===== src/rtl/pipeline_ctrl_pkg.sv =====
// Shared types and constants for the pipeline stall/flush sequencer.
package pipeline_ctrl_pkg;

  typedef enum logic [1:0] {
    RUN      = 2'd0,
    MEM_WAIT = 2'd1,
    ERR      = 2'd2
  } state_e;

  localparam logic [4:0] ZERO_REG = 5'd0;

endpackage


===== src/rtl/pipeline_ctrl_sat_counter.sv =====
// Saturating up-counter: holds at all-ones instead of wrapping.
module sat_counter #(
  parameter int W = 32
) (
  input  logic         clk,
  input  logic         rst_n,
  input  logic         inc,
  output logic [W-1:0] count
);

  logic [W-1:0] count_q;
  logic [W-1:0] count_d;

  always_comb begin
    count_d = count_q;
    if (inc && (count_q != {W{1'b1}})) begin
      count_d = count_q + W'(1);
    end
  end

  always_ff @(posedge clk or negedge rst_n) begin
    if (!rst_n) begin
      count_q <= '0;
    end else begin
      count_q <= count_d;
    end
  end

  assign count = count_q;

endmodule


===== src/rtl/pipeline_ctrl.sv =====
// Stall/flush sequencer for the 5-stage pipeline: load-use, taken branch,
// and multi-cycle data-memory waits with a timeout into a sticky error state.
module pipeline_ctrl
  import pipeline_ctrl_pkg::*;
#(
  parameter int TIMEOUT = 64,
  parameter int CNT_W   = 32
) (
  input  logic             clk,
  input  logic             rst_n,
  input  logic [4:0]       Rs1D,
  input  logic [4:0]       Rs2D,
  input  logic [4:0]       RdE,
  input  logic             RegWriteE,
  input  logic             ResultSrcE0,
  input  logic             PCSrcE,
  input  logic             MemReqM,
  input  logic             MemReadyM,
  output logic             StallF,
  output logic             StallD,
  output logic             StallE,
  output logic             StallM,
  output logic             FlushD,
  output logic             FlushE,
  output logic             FlushW,
  output logic             MemErr,
  output logic [CNT_W-1:0] StallCnt,
  output logic [CNT_W-1:0] FlushCnt
);

  localparam int WCW = $clog2(TIMEOUT + 1);
  localparam logic [WCW-1:0] WAIT_LAST = WCW'(TIMEOUT - 1);

  state_e         state_q, state_d;
  logic [WCW-1:0] wait_cnt_q, wait_cnt_d;
  logic           mem_stall;
  logic           lw_stall;

  // The first missed cycle is spent in RUN, so the wait count starts at 1.
  always_comb begin
    state_d    = state_q;
    wait_cnt_d = wait_cnt_q;
    mem_stall  = 1'b0;
    case (state_q)
      RUN: begin
        if (MemReqM && !MemReadyM) begin
          mem_stall  = 1'b1;
          state_d    = MEM_WAIT;
          wait_cnt_d = WCW'(1);
        end
      end
      MEM_WAIT: begin
        if (MemReadyM) begin
          state_d    = RUN;
          wait_cnt_d = '0;
        end else begin
          mem_stall = 1'b1;
          if (wait_cnt_q == WAIT_LAST) begin
            state_d = ERR;
          end else begin
            wait_cnt_d = wait_cnt_q + WCW'(1);
          end
        end
      end
      ERR: begin
        mem_stall = 1'b1;
      end
      default: begin
        state_d    = RUN;
        wait_cnt_d = '0;
      end
    endcase
  end

  always_ff @(posedge clk or negedge rst_n) begin
    if (!rst_n) begin
      state_q    <= RUN;
      wait_cnt_q <= '0;
    end else begin
      state_q    <= state_d;
      wait_cnt_q <= wait_cnt_d;
    end
  end

  assign lw_stall = ResultSrcE0 && RegWriteE && (RdE != ZERO_REG) &&
                    ((Rs1D == RdE) || (Rs2D == RdE));

  // Memory stall freezes everything; a taken branch beats load-use since
  // the dependent instruction in D is discarded anyway.
  always_comb begin
    StallF = 1'b0;
    StallD = 1'b0;
    StallE = 1'b0;
    StallM = 1'b0;
    FlushD = 1'b0;
    FlushE = 1'b0;
    FlushW = 1'b0;
    if (mem_stall) begin
      StallF = 1'b1;
      StallD = 1'b1;
      StallE = 1'b1;
      StallM = 1'b1;
      FlushW = 1'b1;
    end else if (PCSrcE) begin
      FlushD = 1'b1;
      FlushE = 1'b1;
    end else if (lw_stall) begin
      StallF = 1'b1;
      StallD = 1'b1;
      FlushE = 1'b1;
    end
  end

  assign MemErr = (state_q == ERR);

  sat_counter #(.W(CNT_W)) u_stall_cnt (
    .clk   (clk),
    .rst_n (rst_n),
    .inc   (StallF),
    .count (StallCnt)
  );

  sat_counter #(.W(CNT_W)) u_flush_cnt (
    .clk   (clk),
    .rst_n (rst_n),
    .inc   (FlushD | FlushE),
    .count (FlushCnt)
  );

endmodule

===== config.mk =====
export PLATFORM = sky130hd
export DESIGN_NAME = pipeline_ctrl
export DESIGN_NICKNAME = d
export VERILOG_FILES = /design/src/rtl/pipeline_ctrl_pkg.sv /design/src/rtl/pipeline_ctrl_sat_counter.sv /design/src/rtl/pipeline_ctrl.sv
export SDC_FILE = /design/constraint.sdc
export NUM_CORES = 1
export LEC_CHECK = 0
export ABC_AREA = 0
export ABC_CLOCK_PERIOD_IN_PS = 3400
export CAP_MARGIN = 20
export CORE_ASPECT_RATIO = 1.5
export CORE_UTILIZATION = 50
export CTS_CLUSTER_DIAMETER = 100
export DETAILED_ROUTE_END_ITERATION = 12
export GPL_ROUTABILITY_DRIVEN = 0
export PLACE_DENSITY = 0.8
export SLEW_MARGIN = 10
export SYNTH_ARGS = -nofsm -noshare
export SYNTH_HDL_FRONTEND = slang
export SYNTH_HIERARCHICAL = 1
export SYNTH_SLANG_ARGS = --single-unit

===== constraint.sdc =====
create_clock -name clk -period 3.4 [get_ports clk]
set_clock_uncertainty 0.2 [all_clocks]
set_input_delay 0.68 -clock clk [delete_from_list [all_inputs] [get_ports clk]]
set_output_delay 0.68 -clock clk [all_outputs]
set_load 0.01 [all_outputs]

==> flow_metrics.env, run 1 <==
export IMPL_coreArea_um2=7610
export IMPL_period_needed_ps=3320
export IMPL_drtIter0Drc=293
export IMPL_synth_yosys_seq_area_share=0.462
export IMPL_area_delta_synth_final_pct=38.6
export IMPL_synth_top_cells_by_area="dfrtp_1, xnor2_1, nand4_1"
export IMPL_die_x_um=74.6
export IMPL_reg2reg_from="state_q[0]"
export IMPL_peakVddDrop_uv=359
export IMPL_required_ps=2520
export IMPL_final_hold_violation_count=0
export IMPL_avgSynthCellArea_um2=10.4
export IMPL_grt_pass1_vias=3546
export IMPL_maxSlewViolCount=0
export IMPL_clockRootBuffer="clkbuf_16"
export IMPL_slew_headroom=0.472
export IMPL_clkSinkCount=73
export IMPL_synth_warnings=6
export IMPL_cts_tree="done"
export IMPL_start_kind="input pin"
export IMPL_worst_slack_ps=81.3
export IMPL_n_antenna_cell=0
export IMPL_syn_area_um2=3950
export IMPL_whs_ps=131
export IMPL_cts_buffer_depth=2
export IMPL_row_count=39
export IMPL_drv_cap=0
export IMPL_cp_arrival_ps=2440
export IMPL_synthArstFlopShare=1.00
export IMPL_post_route_util=0.719
export IMPL_antenna_found_initial=0
export IMPL_ys_flop_type="dfrtp_1"
export IMPL_crit_type="input pin to primary output"
export IMPL_pin_count=94
export IMPL_grt_overflow=0
export IMPL_dr_pass1_iters=6
export IMPL_leakagePower_nw=2.22
export IMPL_setup_violations=0
export IMPL_avgRoutedWirePerCell_um=17.3
export IMPL_routed_via_density=5.87
export IMPL_fmax_mhz=301
export IMPL_ant_nets=0
export IMPL_cp_max_fo=3
export IMPL_critPathMaxStageDelay_ps=580
export IMPL_reg2reg_setup_slack_ps=600
export IMPL_layout_area_seq_um2=1830
export IMPL_cts_hold_buf=0
export IMPL_powerDensity_nw_per_um2=482
export IMPL_reg2reg_to="u_flush_cnt/count[27]"
export IMPL_end_kind="primary output"
export IMPL_layout_common_cells="clkdlybuf4s50_1, dfrtp_1, xnor2_1"
export IMPL_start_util=0.519
export IMPL_status="completed"
export IMPL_worst_path_max_delay_cell="or4_4"
export IMPL_grt_pass1_wl_mm=17.3
export IMPL_die_height_um=111
export IMPL_drive_gt1_frac=0.147
export IMPL_final_common_cell="clkdlybuf4s50_1"
export IMPL_fillers=586
export IMPL_multiInputGateArea_um2=2070
export IMPL_vias=3557
export IMPL_io_buffers=93
export IMPL_syn_nets=405
export IMPL_synth_cell_type_count=48
export IMPL_r2r_cells=10
export IMPL_routed_wirelength_mm=10.5
export IMPL_rsz0062_at_grt="no"
export IMPL_post_route_period_util=0.976
export IMPL_final_nets=524
export IMPL_worstPathCellList="clkdlybuf4s50_1, or4_4, o211ai_1, o31ai_1, buf_4, dlygate4sd2_1"
export IMPL_yosysTopAreaCell="dfrtp_1"
export IMPL_hpwl_mm=7.76
export IMPL_dp_slack_ps=-191
export IMPL_yosys_register_bits=73
export IMPL_cts_inserted_buffers=9
export IMPL_hold_path_class="input pin to async pin"
export IMPL_htree_levels=3
export IMPL_syn_inst=380
export IMPL_drc=0
export IMPL_clk_latency_ps=330
export IMPL_dieArea_um2=8270
export IMPL_tightest_slew_ps=784
export IMPL_clk_pin_slew_worst_paths_ps=60
export IMPL_grt_usage=0.272
export IMPL_synth_edf_count=0
export IMPL_synth_top_cell_area_share=0.462
export IMPL_grt_max_degree=24
-- critical path: cells and delay by family --
kind	cells	cell delay (ps)
compound gates	2	270
simple gates	1	580
buf+inv	3	910
-- power by group --
part           switching (W)  internal, W  total [W]
combinational       0.000229     0.000278   0.000507
clock               0.000370     0.000688    0.00106
sequential          0.000127     0.000950    0.00108
-- state kept, by name, summed over array words and instances (netlist names) --
| register | cells |
|---|---|
| u_flush_cnt/count | 32 |
| wait_cnt_q | 7 |
| u_stall_cnt/count | 32 |
| state_q | 2 |
-- logic make-up after synthesis --
group,synth area share
adders and majority gates,0.00950
buffers and inverters,0.0193
muxes,0.0193
xor gates and xnor gates,0.151
DFF,0.462
AOI/OAI and AO/OA,0.0643
and+or+nand+nor,0.275
-- metal layers --
metal  global-route usage  vias to the layer above  wire length (µm)
met5                    0                        -                 0
met4               0.0893                        0               237
met3               0.0555                       25               485
met2                0.495                      136              5840
met1                0.302                     1779              3940
li1                     -                     1617                 -
-- cell usage after synthesis, types with 2 or more instances --
cell,n
or2_2,2
nand3b_1,2
nor3_1,9
mux2_1,2
nand3_2,3
dfrtp_1,73
ha_1,3
o21bai_1,2
nor2_1,23
o211ai_1,5
and3_1,4
buf_6,2
nand2_2,2
mux2i_1,2
nand3_1,32
xnor2_1,48
nor4_4,2
or4_1,2
nand4_2,2
clkbuf_1,2
buf_4,3
nor2b_1,5
or4_4,4
o31ai_1,2
inv_1,5
a21oi_1,10
nand2_1,36
nor4_1,6
mux2_2,3
a31oi_1,2
and4_1,8
o31ai_4,2
nand4_1,30
o21ai_0,3
or3_1,3
nor4_2,2
nor3_2,4
xor2_1,20
-- per-stage QoR --
step,TNS (ps),instances,area (µm²),total power [W]
final,0,606,5480,0.00264
after global routing,0,606,5480,0.00275
after CTS,0,606,5470,0.00265
after detailed placement,-2250,589,5110,0.00159
after global placement,-324,589,5110,0.00156
after floorplan,0,380,3950,0.00129
-- cell type report --
type | count | area share
timing repair buffer | 116 | 0.200
inverter | 5 | 0.00343
tap | 102 | 0.0233
sequential | 73 | 0.334
clock inverter | 5 | 0.0155
multi-input combinational | 294 | 0.378
clock buffer | 11 | 0.0462
-- timing repair --
item,in CTS,in global routing
hold endpoints to repair,0,0
buffers inserted,1,0
resized for setup,7,2
setup endpoints to repair,3,2
gates cloned,0,0
pin swaps,1,0
-- worst max-delay path by stage --
| stage | from | to | slack (ps) | cells after the start |
|---|---|---|---|---|
| 2_1_floorplan | RdE[2] | u_stall_cnt/count[29] | 80 | 10 |
| 3_3_place_gp | RdE[0] | u_stall_cnt/count[19] | -100 | 13 |
| 3_5_place_dp | RdE[0] | u_stall_cnt/count[31] | -190 | 12 |
| 4_1_cts | MemReqM | FlushD | 50 | 6 |
| 5_1_grt | RdE[2] | u_stall_cnt/count[19] | 7 | 13 |
| 6_report | RdE[1] | StallD | 80 | 6 |
Power figures use the tool's default switching activity.
==> run 2: changes to the inputs <==
--- a/config.mk
+++ b/config.mk
@@ -10,11 +10,10 @@
 export CAP_MARGIN = 20
 export CORE_ASPECT_RATIO = 1.5
 export CORE_UTILIZATION = 50
-export CTS_CLUSTER_DIAMETER = 100
 export DETAILED_ROUTE_END_ITERATION = 12
 export GPL_ROUTABILITY_DRIVEN = 0
 export PLACE_DENSITY = 0.8
-export SLEW_MARGIN = 10
+export SLEW_MARGIN = 20
 export SYNTH_ARGS = -nofsm -noshare
 export SYNTH_HDL_FRONTEND = slang
 export SYNTH_HIERARCHICAL = 1
==> results of run 2 <==
The final DEF is identical to that of run 1; final timing and power are the same.
==> RTL change (settings of run 2) <==
`ZERO_REG`: 5'd0 -> 5'd1.
--- a/src/rtl/pipeline_ctrl_pkg.sv
+++ b/src/rtl/pipeline_ctrl_pkg.sv
@@ -9,3 +9,3 @@
 
-  localparam logic [4:0] ZERO_REG = 5'd0;
+  localparam logic [4:0] ZERO_REG = 5'd1;
 
Behaviour: not the same (a bounded check fails within 4 cycles, from zero or initial values and one cycle with rst_n low).
==> RTL change against run 2 <==
- utilization is 0.12 points lower
- first-iteration DRC count is 37% lower
- critical path type unchanged
- sequential cell count is the same
- power shrank 5.4%
- cell area grew 0.48%
- routed wire length decreased by 0.96%
- synthesized area is 0.79% higher
- setup slack better by 1.8 ps
- synthesized cell count grew 1.6%
==> RTL change: results <==
group,metric,value,unit
logic_synthesis,synth_nets,411,
finish,diodes,0,
logic_synthesis,seq_area_frac_synth,0.4587,
worst_setup_path,critPathSlowestCell,"clkdlybuf4s50_1",
pwr,p_clk_frac,0.360,
finish,drive_gt1_frac,0.1471,
logic_synthesis,synth_cell_types,51,
grt,grt_pass1_vias,3650,
grt,grt_pass1_wl,16970,um
outcome,outcome,"complete, no violations",
pwr,p_switching,0.7001,mW
placement,pre_cts_ws,-229.0,ps
pwr,power.density,454.2,nW/um^2
logic_synthesis,synth_area_leaders,"dfrtp_1, xnor2_1, nand4_1",
finish,finalNetCount,531,
worst_setup_path,critPathMaxStageDelay,410,ps
route,drt-initial-drc-count,186,
placement,placedCellCount,595,
placement,placed_cell_area,5165,sq um
grt,grt_max_degree,74,
route,viasPerCell,5.727,
logic_synthesis,syn_area_per_cell,10.32,sq um
grt,antenna_found_initial,0,
route,first_pass_iters,4,
placement,place_hpwl,7628,um
pwr,p_leak,2.247,nW
finish,instances_no_fill,612,
pwr,ir_drop,0.3148,mV
RTL change: logic make-up after synthesis:
kind of cell	count (synthesis)	share of synthesized area
flops	73	0.4587
xor+xnor	68	0.1495
buf+inv	13	0.01885
compound gates	36	0.06880
mux	6	0.01634
fa+ha+maj	3	0.009426
simple gates	187	0.2783
RTL change: what timing repair did:
item,in CTS,in global routing
setup endpoints to repair,3,10
pin swaps,3,6
cloned,0,0
gates resized for setup,6,11
setup buffers,1,1
RTL change: metal layers:
metal  wire [um]  share of wire  GRT usage
met5           0              0          0
met4         269          0.026     0.1321
met3         456          0.044    0.04727
met2        5718           0.55     0.4823
met1        3948           0.38     0.2832
RTL change: cell type report:
cell class | instances | area (sq um)
fillers | 592 | 2158
multi-input cells | 300 | 2127
flip-flops and latches | 73 | 1827
repair buffers | 117 | 1124
clock buffers | 12 | 236.5
well taps | 102 | 127.6
clock inverters | 3 | 42.54
inverters | 5 | 18.77
RTL change: worst paths after layout:
| check | from | endpoint | slack [ps] | depth (start not counted) |
|---|---|---|---|---|
| min reg2reg | u_flush_cnt/count[26]$_DFFE_PN0P_ | u_flush_cnt/count[26]$_DFFE_PN0P_ | 310 | 1 |
| max reg2reg | state_q[0]$_DFFE_PN0P_ | u_flush_cnt/count[25]$_DFFE_PN0P_ | 650 | 9 |
| max | Rs1D[4] | StallD | 80 | 8 |
| max in group asynchronous | rst_n | u_stall_cnt/count[29]$_DFFE_PN0P_ | 2520 | 2 |
| min in group clk | u_flush_cnt/count[26]$_DFFE_PN0P_ | u_flush_cnt/count[26]$_DFFE_PN0P_ | 310 | 1 |
| min | rst_n | u_flush_cnt/count[23]$_DFFE_PN0P_ | 170 | 2 |
